==> src/rtl/mash_dsm_multi_if.sv <==
// Sample/strobe bundle for the multi-channel MASH modulator.
// Ports: en, dither_enable, in_valid, in_data (to modulator); out_valid, out_data (from modulator).
interface mash_dsm_multi_if #(
    parameter int CHANNELS = 2,
    parameter int WIDTH    = 16,
    parameter int OUT_BW   = 4
);
    logic                         en;
    logic                         dither_enable;
    logic                         in_valid;
    logic [CHANNELS*WIDTH-1:0]    in_data;
    logic                         out_valid;
    logic [CHANNELS*OUT_BW-1:0]   out_data;

    modport master (
        output en,
        output dither_enable,
        output in_valid,
        output in_data,
        input  out_valid,
        input  out_data
    );

    modport slave (
        input  en,
        input  dither_enable,
        input  in_valid,
        input  in_data,
        output out_valid,
        output out_data
    );
endinterface

==> src/rtl/mash_dsm_multi.sv <==
// Multi-channel MASH 1/1-1/1-1-1 delta-sigma modulator with shared LFSR LSB dither.
// Ports: aclk, rst (sync, active-high), bus (slave: en, dither_enable, in_valid, in_data -> out_valid, out_data).
module mash_dsm_multi #(
    parameter int ORDER    = 2,
    parameter int WIDTH    = 16,
    parameter int OUT_BW   = 4,
    parameter int CHANNELS = 2
) (
    input  logic            aclk,
    input  logic            rst,
    mash_dsm_multi_if.slave bus
);
    localparam logic [15:0] LFSR_SEED = 16'hACE1;

    logic [15:0]                lfsr;
    logic                       lfsr_fb;

    logic [WIDTH-1:0]           x    [CHANNELS];
    logic [WIDTH-1:0]           acc1 [CHANNELS];
    logic [WIDTH-1:0]           acc2 [CHANNELS];
    logic [WIDTH-1:0]           acc3 [CHANNELS];

    logic [WIDTH:0]             s1   [CHANNELS];
    logic [WIDTH:0]             s2   [CHANNELS];
    logic [WIDTH:0]             s3   [CHANNELS];
    logic [3:0]                 y    [CHANNELS];

    logic [CHANNELS-1:0]        dith;
    logic [CHANNELS-1:0]        c1;
    logic [CHANNELS-1:0]        c2;
    logic [CHANNELS-1:0]        c3;
    logic [CHANNELS-1:0]        c2d;
    logic [CHANNELS-1:0]        c3d;
    logic [CHANNELS-1:0]        c3dd;

    logic [CHANNELS*OUT_BW-1:0] out_next;
    logic [CHANNELS*OUT_BW-1:0] out_q;
    logic                       out_valid_q;

    // Fibonacci form of x^16+x^14+x^13+x^11+1, shifting toward bit 0.
    assign lfsr_fb = lfsr[0] ^ lfsr[2] ^ lfsr[3] ^ lfsr[5];

    always_comb begin
        dith     = '0;
        c1       = '0;
        c2       = '0;
        c3       = '0;
        out_next = '0;
        for (int k = 0; k < CHANNELS; k++) begin
            s1[k] = '0;
            s2[k] = '0;
            s3[k] = '0;
            y[k]  = '0;
        end
        for (int k = 0; k < CHANNELS; k++) begin
            dith[k] = bus.dither_enable & lfsr[k];
            // acc + x + 1 tops out at 2^(WIDTH+1)-1, so one extra bit holds it.
            s1[k] = {1'b0, acc1[k]} + {1'b0, x[k]} + (WIDTH+1)'(dith[k]);
            c1[k] = s1[k][WIDTH];
            if (ORDER >= 2) begin
                s2[k] = {1'b0, acc2[k]} + {1'b0, s1[k][WIDTH-1:0]};
                c2[k] = s2[k][WIDTH];
            end
            if (ORDER >= 3) begin
                s3[k] = {1'b0, acc3[k]} + {1'b0, s2[k][WIDTH-1:0]};
                c3[k] = s3[k][WIDTH];
            end
            // 4-bit two's complement covers -3..4; wrap in the
            // intermediate terms cancels out in the final sum.
            y[k] = {3'b000, c1[k]};
            if (ORDER >= 2) begin
                y[k] = y[k] + {3'b000, c2[k]} - {3'b000, c2d[k]};
            end
            if (ORDER >= 3) begin
                y[k] = y[k] + {3'b000, c3[k]}
                     - {2'b00, c3d[k], 1'b0}
                     + {3'b000, c3dd[k]};
            end
            out_next[k*OUT_BW +: OUT_BW] = OUT_BW'($signed(y[k]));
        end
    end

    always_ff @(posedge aclk) begin
        if (rst) begin
            lfsr        <= LFSR_SEED;
            out_q       <= '0;
            out_valid_q <= 1'b0;
            c2d         <= '0;
            c3d         <= '0;
            c3dd        <= '0;
            for (int k = 0; k < CHANNELS; k++) begin
                x[k]    <= '0;
                acc1[k] <= '0;
                acc2[k] <= '0;
                acc3[k] <= '0;
            end
        end else begin
            out_valid_q <= bus.en;
            // Input load is independent of en; an en on the same edge
            // still sees the previous x.
            if (bus.in_valid) begin
                for (int k = 0; k < CHANNELS; k++) begin
                    x[k] <= bus.in_data[k*WIDTH +: WIDTH];
                end
            end
            if (bus.en) begin
                lfsr  <= {lfsr_fb, lfsr[15:1]};
                out_q <= out_next;
                c2d   <= c2;
                c3d   <= c3;
                c3dd  <= c3d;
                for (int k = 0; k < CHANNELS; k++) begin
                    acc1[k] <= s1[k][WIDTH-1:0];
                    acc2[k] <= s2[k][WIDTH-1:0];
                    acc3[k] <= s3[k][WIDTH-1:0];
                end
            end
        end
    end

    assign bus.out_valid = out_valid_q;
    assign bus.out_data  = out_q;
endmodule

==> src/flat_wrapper.sv <==
// flat-port wrapper written by rule: the top's interface ports become plain ports
module mash_dsm_multi_flat 
#(
    parameter int ORDER    = 2,
    parameter int WIDTH    = 16,
    parameter int OUT_BW   = 4,
    parameter int CHANNELS = 2
)
  (aclk, rst, bus_en, bus_dither_enable, bus_in_valid, bus_in_data, bus_out_valid, bus_out_data);
  mash_dsm_multi_if #(.CHANNELS(CHANNELS), .WIDTH(WIDTH), .OUT_BW(OUT_BW)) bus_i ();
  input  logic aclk;
  input  logic rst;
  input wire logic [$bits(bus_i.en)-1:0] bus_en;
  input wire logic [$bits(bus_i.dither_enable)-1:0] bus_dither_enable;
  input wire logic [$bits(bus_i.in_valid)-1:0] bus_in_valid;
  input wire logic [$bits(bus_i.in_data)-1:0] bus_in_data;
  output wire logic [$bits(bus_i.out_valid)-1:0] bus_out_valid;
  output wire logic [$bits(bus_i.out_data)-1:0] bus_out_data;
  assign bus_i.en = bus_en;
  assign bus_i.dither_enable = bus_dither_enable;
  assign bus_i.in_valid = bus_in_valid;
  assign bus_i.in_data = bus_in_data;
  assign bus_out_valid = bus_i.out_valid;
  assign bus_out_data = bus_i.out_data;
  mash_dsm_multi #(.ORDER(ORDER), .WIDTH(WIDTH), .OUT_BW(OUT_BW), .CHANNELS(CHANNELS)) u_core (.aclk(aclk), .rst(rst), .bus(bus_i));
endmodule
==> config.mk <==
export PLATFORM = sky130hd
export DESIGN_NAME = mash_dsm_multi_flat
export DESIGN_NICKNAME = d
export VERILOG_FILES = /design/src/rtl/mash_dsm_multi_if.sv /design/src/rtl/mash_dsm_multi.sv /design/src/flat_wrapper.sv
export SDC_FILE = /design/constraint.sdc
export NUM_CORES = 1
export LEC_CHECK = 0
export ABC_AREA = 1
export CAP_MARGIN = 0
export CORE_ASPECT_RATIO = 1.25
export CORE_MARGIN = 2
export CORE_UTILIZATION = 24
export DETAILED_ROUTE_END_ITERATION = 8
export PLACE_DENSITY_LB_ADDON = 0.15
export SYNTH_ARGS = -nofsm -noshare
export SYNTH_HDL_FRONTEND = slang
export SYNTH_SLANG_ARGS = --single-unit
==> constraint.sdc <==
create_clock -name aclk -period 3.8 [get_ports aclk]
set_input_delay 0.57 -clock aclk [delete_from_list [all_inputs] [get_ports aclk]]
set_output_delay 0.57 -clock aclk [all_outputs]
set_load 0.02 [all_outputs]
# == Word level (Yosys, flattened, before mapping) ==
# Memory sizes are Yosys's and may differ from the RTL's.
# Cells that the tools add are included.
# W data, S select, Z words.
# totals
register_bits,27
latch_bits,0
ramBits,96
romBits,0
input_bits,37
n_memories,3
# classes
n_addsub,10
mul,0
n_div,0
n_lt_le_gt_ge,0
eq_ne,0
shifts,0
mux,14
bitwise_logic,11
n_reduce_logical,0
# mem_list
memory,words,word_bits,rd,rd_clocked_by_memory_dff,wr,line_no,source
u_core.acc1,2,16,2,0,2,mash_dsm_multi.sv:19,logic [WIDTH-1:0] acc1 [CHANNELS];
u_core.acc2,2,16,2,0,2,mash_dsm_multi.sv:20,logic [WIDTH-1:0] acc2 [CHANNELS];
u_core.x,2,16,2,0,2,mash_dsm_multi.sv:18,logic [WIDTH-1:0] x [CHANNELS];
# ops
cell,count
$mux W16,6
$add A16 B16 Y17,4
$add A17 B1 Y17,2
$mux W1,8
$sub A4 B1 Y4,2
$or A1 B1 Y1,6
$add A1 B1 Y2,2
$xor A1 B1 Y1,3
$and A1 B1 Y1,2

# == Longest topological paths before layout ==
# Gate-level depths: netlist (run 1).
# An unclocked memory read counts as a cell.
# depth
depth_word,6
ltp_mapped,23
ltp_nobuf,23

# == Least setup slack after synthesis (run 1) ==
# OpenSTA, ideal clock, no wires.
# synth_timing
path_kind,input -> register
start,in bus_dither_enable
end,reg u_core.out_q[6] (netlist: u_core.bus.out_data[6])
setup_ns,0.117
t_arrival_ns,3.636
setup_slack_ns,0.047
stages,21
cell_sequence,nand2_1 fa_1 fa_1 inv_1 nand3_1 nand3_1 nand3_1 nand3_1 nand2_1 nand2_1 inv_1 ha_1 nand2_1 nor2_1 a21oi_1 nand2_1 ha_1 inv_1 ha_1 ha_1 a22o_1
# synth_rtl
item,line_no,source
"start, declared",flat_wrapper.sv:14,input wire logic [$bits(bus_i.dither_enable)-1:0] bus_dither_enable;
"end signal, assigned",mash_dsm_multi.sv:108,out_q <= out_next;
"end, declared",mash_dsm_multi.sv:37,logic [CHANNELS*OUT_BW-1:0] out_q;

==> key figures, run 1 <==
Setup path
  – CP Class: reg2reg
  – CP cell instances: nand2_2 -> fa_2 -> fa_2 -> inv_2 -> nand3_1 -> nand3_2 -> nand2_1 -> nand3_1 -> xnor2_1 -> inv_1 -> ha_1 -> a21oi_2 -> o21bai_2 -> a21oi_2 -> nand2_2 -> ha_1 -> inv_1 -> ha_1 -> ha_1 -> a22o_1
  – Critical path fanouts, max: 3
  – CP peak stage delay: roughly 0.38 ns
  – Crit path DAT: about 3.8 ns
  – WP buf/inv: 3
  – Crit path top cell by count: ha_1
  – Setup crit end kind: flip-flop
  – CP max-delay cell: fa_2
  – Top delay family on crit path: adder cells
  – Crit path launch type: flip-flop
  – Critical Path RT: a little over 4 ns

Final layout
  – Share of layout cells above drive strength 1: 0.148
  – Final core occ: 0.316
  – Most frequent cells in the layout: nand2_1 (320), inv_1 (224), nor2_1 (138)
  – Commonest non-fill, non-tap cell in the layout: nand2_1
  – Nets: roughly 1.4k
  – P&R area growth vs syn: 29.7%
  – ANT cells: 0

Global routing
  – Vias in the first global route: 7184
  – Gr usage total: 0.128
  – GRT overflow: 0
  – First-pass GRT wire length: 35.5 mm
  – Largest net degree at the start of global routing: 65
  – Initial antenna violation count: 1

Synth
  – Synthesized Nets: 1214
  – Post-Syn Area: approximately 8200 sq um
  – Synth Register Bits: 121
  – Async set-reset flop share out of synthesis: 0
  – Synth Flop Type: edfxtp_1
  – Number of synthesized flops with an enable pin: 96
  – Syn. warnings: 0
  – Avg Cell Area, Syn: around 7.5 sq um
  – Sequential area share after synthesis: 0.412
  – Post-synthesis instance total: 1103
  – Post-synthesis cell type count: 36

STA
  – Final Critical Period: approximately 3.5 ns
  – Slew headroom: 0.369
  – Hold Violations, Final: 0
  – RSZ-0062 raised after global routing: false
  – Final worst slack: about 0.33 ns
  – Clk_skew: around 0.014 ns
  – Achievable Freq: 288 MHz
  – Final Max Tran Viols: 0
  – Slew @ Worst Pin: around 0.95 ns
  – Tcrit/Tclk final: 0.914
  – Setup Viol. Count Final: 0

Run status
  – Status: complete, no violations

Detailed routing
  – Total Routed Length: approximately 22 mm
  – # DRC: 0
  – Vias per inst: 4.13
  – 1st-iter DRT viols: about 320
  – Post-route ant nets: 0
  – TritonRoute pass-1 iters: 4
  – Drt wl/cell: about 13 um
  – Routed via count: roughly 7.0k

Die
  – Core Region: between 30000 and 40000 sq um
  – Initial Util: 0.244
  – # rows: 75
  – DIE WIDTH: roughly 170 um
  – Die Y: about 210 um
  – Ports: between 40 and 50
  – Die ar.: about 36000 sq um

Clocking
  – Clk slew on worst S/H paths: about 0.070 ns
  – Clock latency on the worst-skew pair: between 0.4 and 0.5 ns
  – TritonCTS Buffers: 17
  – Clock Tree Root: clkbuf_16
  – H-tree depth: 4
  – # clock sinks: around 120
  – Max clock buf depth: 2
  – CTS tree: built

Placement
  – Port buffer count: 45
  – Setup WS pre-CTS: -0.743 ns
  – Hpwl dp: about 17 mm
  – Placer Congestion: approximately 0.82

Hold path
  – Worst Hold Class: reg2reg

Pwr
  – Pwr dens: 516 nW/um^2
  – LEAKAGE: around 5.6 nW
  – Peak VDD IR: between 0.2 and 0.3 mV

Job
  – Max-cap violations: 0
state kept, by name, summed over array words and instances, names as in the netlist:
name,count
u_core.acc1,32
u_core.lfsr,16
u_core.x,32
u_core.acc2,32
u_core.bus.out_valid,1
u_core.c2d,2
u_core.bus.out_data,6
worst paths after layout:
check                  start                      to  slack, ns  depth (start not counted)
max           u_core.lfsr[0]  u_core.bus.out_data[3]       0.33                         20
min          u_core.lfsr[15]         u_core.lfsr[14]       0.46                          2
max reg2reg   u_core.lfsr[0]  u_core.bus.out_data[3]       0.33                         20
min reg2reg  u_core.lfsr[15]         u_core.lfsr[14]       0.46                          2
kinds of logic after synthesis:
family	synth area share
xor gates and xnor gates	0.0178
buffers and inverters	0.115
AOI/OAI and AO/OA	0.0646
and+or+nand+nor	0.272
DFF	0.412
adders and majority gates	0.118
synthesized netlist by cell type (2+ instances only):
library cell,count,share of area
nand2_1,330,0.15
inv_1,227,0.10
nor2_1,138,0.063
edfxtp_1,96,0.35
ha_1,68,0.10
a21oi_1,56,0.034
nand3_1,34,0.021
dfxtp_1,25,0.061
o21ai_0,18,0.011
nor3_1,14,0.0085
nand3b_1,13,0.012
and2_1,8,0.0061
o22ai_1,8,0.0061
xor2_1,8,0.0085
a22oi_1,6,0.0055
fa_1,6,0.015
buf_2,5,0.0030
nand2_2,5,0.0038
xnor2_1,5,0.0053
buf_1,4,0.0018
nand4_1,4,0.0030
buf_4,3,0.0027
clkbuf_1,3,0.0014
a21oi_2,2,0.0021
a22o_1,2,0.0021
inv_2,2,0.00091
o21bai_1,2,0.0018
or2_2,2,0.0015
xor2_2,2,0.0040
area by class of cell:
cell class | instances | area [sq um]
inverter | 230 | 863
clock buffer | 21 | 508
timing repair buffer | 156 | 1300
clock inverter | 11 | 80.1
fill | 3646 | 23000
multi-input combinational | 736 | 3990
tap | 423 | 529
sequential | 121 | 3380
metrics by stage:
stage	hold slack (ns)	std cells	setup TNS [ns]	cell area, sq um	power, mW
2_1_floorplan	0.429	1103	0	8220	2.94
3_3_place_gp	0.443	1664	-7.04	9940	3.90
3_5_place_dp	0.454	1664	-8.18	9940	3.90
4_1_cts	0.465	1697	0	10600	5.58
5_1_grt	0.489	1698	0	10700	5.95
6_report	0.461	1698	0	10700	5.50
power by group:
group,switching (mW),internal [mW]
clock,0.652,0.965
combinational,1.22,0.995
sequential,0.0612,1.61
total,1.93,3.57
worst reg2reg max path: stages, from the launching register on:
cell and delay (ns):
dfxtp_1 0.37, nand2_2 0.07, fa_2 0.38, fa_2 0.38, inv_2 0.08, nand3_1 0.08
nand3_2 0.10, nand2_1 0.06, nand3_1 0.08, xnor2_1 0.15, inv_1 0.11, ha_1 0.21
a21oi_2 0.17, o21bai_2 0.09, a21oi_2 0.16, nand2_2 0.07, ha_1 0.27, inv_1 0.04
ha_1 0.17, ha_1 0.17, a22o_1 0.18
timing repair:
action                     4_1_cts  5_1_grt
hold buffers                     0        0
pin swaps                        5       13
setup endpoints to repair        6        6
buffers inserted                 1        1
resized for setup               16       17
routing by layer:
layer | vias to the layer above | wire, um | GRT usage
li1 | 3771 | - | -
met1 | 3168 | 8990 | 0.140
met2 | 62 | 11900 | 0.251
met3 | 20 | 518 | 0.0212
met4 | 0 | 405 | 0.0380
met5 | - | 0 | 0
No activity file was read; power rests on OpenSTA's default activity.
==> inputs of run 2 (changes only) <==
==> constraint.sdc (replaced) <==
create_clock -name aclk -period 3.8 [get_ports aclk]
set_input_delay 0.38 -clock aclk [delete_from_list [all_inputs] [get_ports aclk]]
set_output_delay 0.38 -clock aclk [all_outputs]
set_load 0.02 [all_outputs]
==> run 2 against run 1 <==
  * Combinational power about the same
  * Critical path type unchanged
  * Global-route usage increased by 0.24 points
  * Largest power group unchanged
  * Sequential power about the same
  * Core utilization about the same
  * Via count decreased by 0.38%
  * First-iteration DRC count decreased by 16%
  * Hold slack got worse by 0.0035 ns
  * Clock power increased by 9%
==> key figures, run 2 (synthesis gave the netlist of run 1 again) <==
Placement
  – Hpwl dp: 16.7 mm (+0.30%)
  – Placed Instance Area: 9920 sq um (-0.23%)
  – Placer Congestion: 0.816 (-0.38%)
  – Port buffer count: 45 (unchanged)
  – Placed insts: 1661 (-0.18%)
  – Setup WS pre-CTS: -0.532 ns (+0.211 ns)

Final layout
  – Share of layout cells above drive strength 1: 0.145 (-0.00280)
  – Commonest non-fill, non-tap cell in the layout: nand2_1
  – Nets: 1370 (-0.22%)
  – Area of the multi-input gates: 3980 sq um (-0.22%)
  – Finished Layout Cells: 1695 (-0.18%)
  – Fillers: 3661 (+0.41%)
  – P&R area growth vs syn: 29.8% (about the same)
  – ANT cells: 0 (unchanged)
  – Sequential cell area: 3390 sq um (about the same)
  – Cell area after layout: 10700 sq um (about the same)
  – Top flop regs: u_core.acc1 (32), u_core.acc2 (32), u_core.x (32)
  – Most frequent cells in the layout: nand2_1 (320), inv_1 (223), nor2_1 (138)
  – Final core occ: 0.317 (about the same)

STA
  – Hold Violations, Final: 0 (unchanged)
  – Final Critical Period: 3.51 ns (+0.0416 ns)
  – Hold WS: 0.457 ns (-0.00352 ns)
  – Slew @ Worst Pin: 0.919 ns (-0.0282 ns)
  – Tcrit/Tclk final: 0.925 (+0.0110)
  – Clk_skew: 0.0126 ns (-0.00128 ns)
  – TNS Setup: 0 ns (unchanged)
  – Final worst slack: 0.286 ns (-0.0416 ns)
  – Achievable Freq: 285 MHz (-1.2%)
  – RSZ-0062 raised after global routing: false
  – Slew headroom: 0.387 (+0.0179)
  – Final Max Tran Viols: 0 (unchanged)
  – Setup Viol. Count Final: 0 (unchanged)

Setup path
  – FF-to-FF path depth: 21 (+5.0%)
  – Critical Path RT: 4.11 ns (about the same)
  – Crit path launch type: flip-flop
  – WP buf/inv: 3 (unchanged)
  – CP Class: reg2reg
  – Crit path DAT: 3.83 ns (+0.04 ns)
  – CP max-delay cell: fa_2
  – CP peak stage delay: 0.39 ns (about the same)
  – CP cell instances: nand2_2 -> fa_2 -> fa_2 -> inv_2 -> nand4_1 -> nand2_2 -> nand2_2 -> nand2_1 -> nand2_1 -> nand2_2 -> inv_2 -> ha_1 -> nand2_1 -> o21bai_1 -> a21oi_1 -> nand2_1 -> ha_1 -> inv_1 -> ha_1 -> ha_1 -> a22o_1
  – Top delay family on crit path: adder cells
  – Setup crit end kind: flip-flop
  – Critical path fanouts, max: 3 (unchanged)
  – Crit path depth: 21 (+5.0%)

Global routing
  – GR peak layer: met2
  – Vias in the first global route: 7311 (+1.8%)
  – GRT overflow: 0 (unchanged)
  – Largest net degree at the start of global routing: 46 (-29%)
  – First-pass GRT wire length: 36.2 mm (+1.8%)
  – Met2 Resource Use GR: 0.254 (+0.00310)
  – GR Util met3: 0.0219 (+0.000749)
  – Gr usage total: 0.131 (+0.00240)
  – Initial antenna violation count: 1 (unchanged)
  – Met1 Use GR: 0.144 (+0.00484)

Pwr
  – LEAKAGE: 5.56 nW (-0.34%)
  – Peak VDD IR: 0.285 mV (+3.8%)
  – Overall power: 5.65 mW (+2.7%)
  – Pwr dens: 530 nW/um^2 (+2.6%)

Detailed routing
  – # DRC: 0 (unchanged)
  – TritonRoute pass-1 iters: 4 (unchanged)
  – Drt wl/cell: 13.0 um (+1.5%)
  – Routed via count: 6994 (-0.38%)
  – 1st-iter DRT viols: 267 (-16%)
  – Post-route ant nets: 0 (unchanged)
  – Total Routed Length: 22.1 mm (+1.3%)
  – Vias per inst: 4.13 (-0.21%)

Clocking
  – H-tree depth: 4 (unchanged)
  – Max clock buf depth: 2 (unchanged)
  – Clock latency on the worst-skew pair: 0.43 ns (about the same)
  – # clock sinks: 121 (unchanged)
  – Clk slew on worst S/H paths: 0.06 ns (about the same)
  – CTS tree: built
  – TritonCTS Buffers: 17 (unchanged)
  – Clock Tree Root: clkbuf_16

Hold path
  – Worst Hold Class: reg2reg
  – Hold path depth: 2 (unchanged)

Run status
  – Status: complete, no violations

Die
  – Core Region: 33700 sq um (unchanged)
  – Ports: 46 (unchanged)
  – Die ar.: 35700 sq um (unchanged)
  – Die Y: 211 um (unchanged)
  – # rows: 75 (unchanged)
  – DIE WIDTH: 170 um (unchanged)
  – Initial Util: 0.244 (unchanged)

Job
  – Max-cap violations: 0 (unchanged)
==> run 2: cell count changes in the layout (fill, tap and decap cells not counted), sizes merged <==
| cell | before | now |
|---|---|---|
| clkinvlp | 0 | 2 |
| buf | 111 | 108 |
| clkbuf | 21 | 18 |
| inv | 234 | 231 |
| bufinv | 0 | 4 |
==> run 2: worst reg2reg max path: cells and delay by family, from the launching register on <==
kind,cells,cell delay (ns)
and+or+nand+nor,9,0.79
AOI/OAI and AO/OA,3,0.42
buffers and inverters,3,0.17
adders and majority gates,6,1.68
DFF,1,0.35
==> run 2: layout make-up <==
| cell class | count | area share |
|---|---|---|
| clock buffers | 18 | 0.0402 |
| clock inverters | 14 | 0.0185 |
| inverters | 230 | 0.0809 |
| multi-input cells | 736 | 0.374 |
| flip-flops and latches | 121 | 0.317 |
| well taps | 423 | 0.0496 |
| repair buffers | 153 | 0.120 |
==> run 2: worst paths after layout <==
| kind | from | end | slack, ns |
|---|---|---|---|
| max | u_core.lfsr[0] | u_core.bus.out_data[3] | 0.29 |
| max reg2reg | u_core.lfsr[0] | u_core.bus.out_data[3] | 0.29 |
| min reg2reg | u_core.c2d[0] | u_core.c2d[0] | 0.46 |
| min | u_core.c2d[0] | u_core.c2d[0] | 0.46 |
==> run 2: timing repair <==
action / CTS / global route
endpoints found under the hold margin: 0 / 0
buffers inserted: 0 / 2
gates resized for setup: 3 / 30
hold buffers: 0 / 0
pin swaps: 0 / 13
setup endpoints to repair: 2 / 6
==> run 2: layer usage <==
layer,part of all wire,wire (um)
met1,0.42,9250
met2,0.54,12000
met3,0.022,486
met4,0.016,362
met5,0,0
==> run 2: power by group <==
group | total (mW) | switching (mW) | internal [mW] | leakage (nW)
registers | 1.67 | 0.0615 | 1.61 | 1.26
logic | 2.21 | 1.22 | 0.993 | 4.01
clock network | 1.76 | 0.659 | 1.10 | 0.301
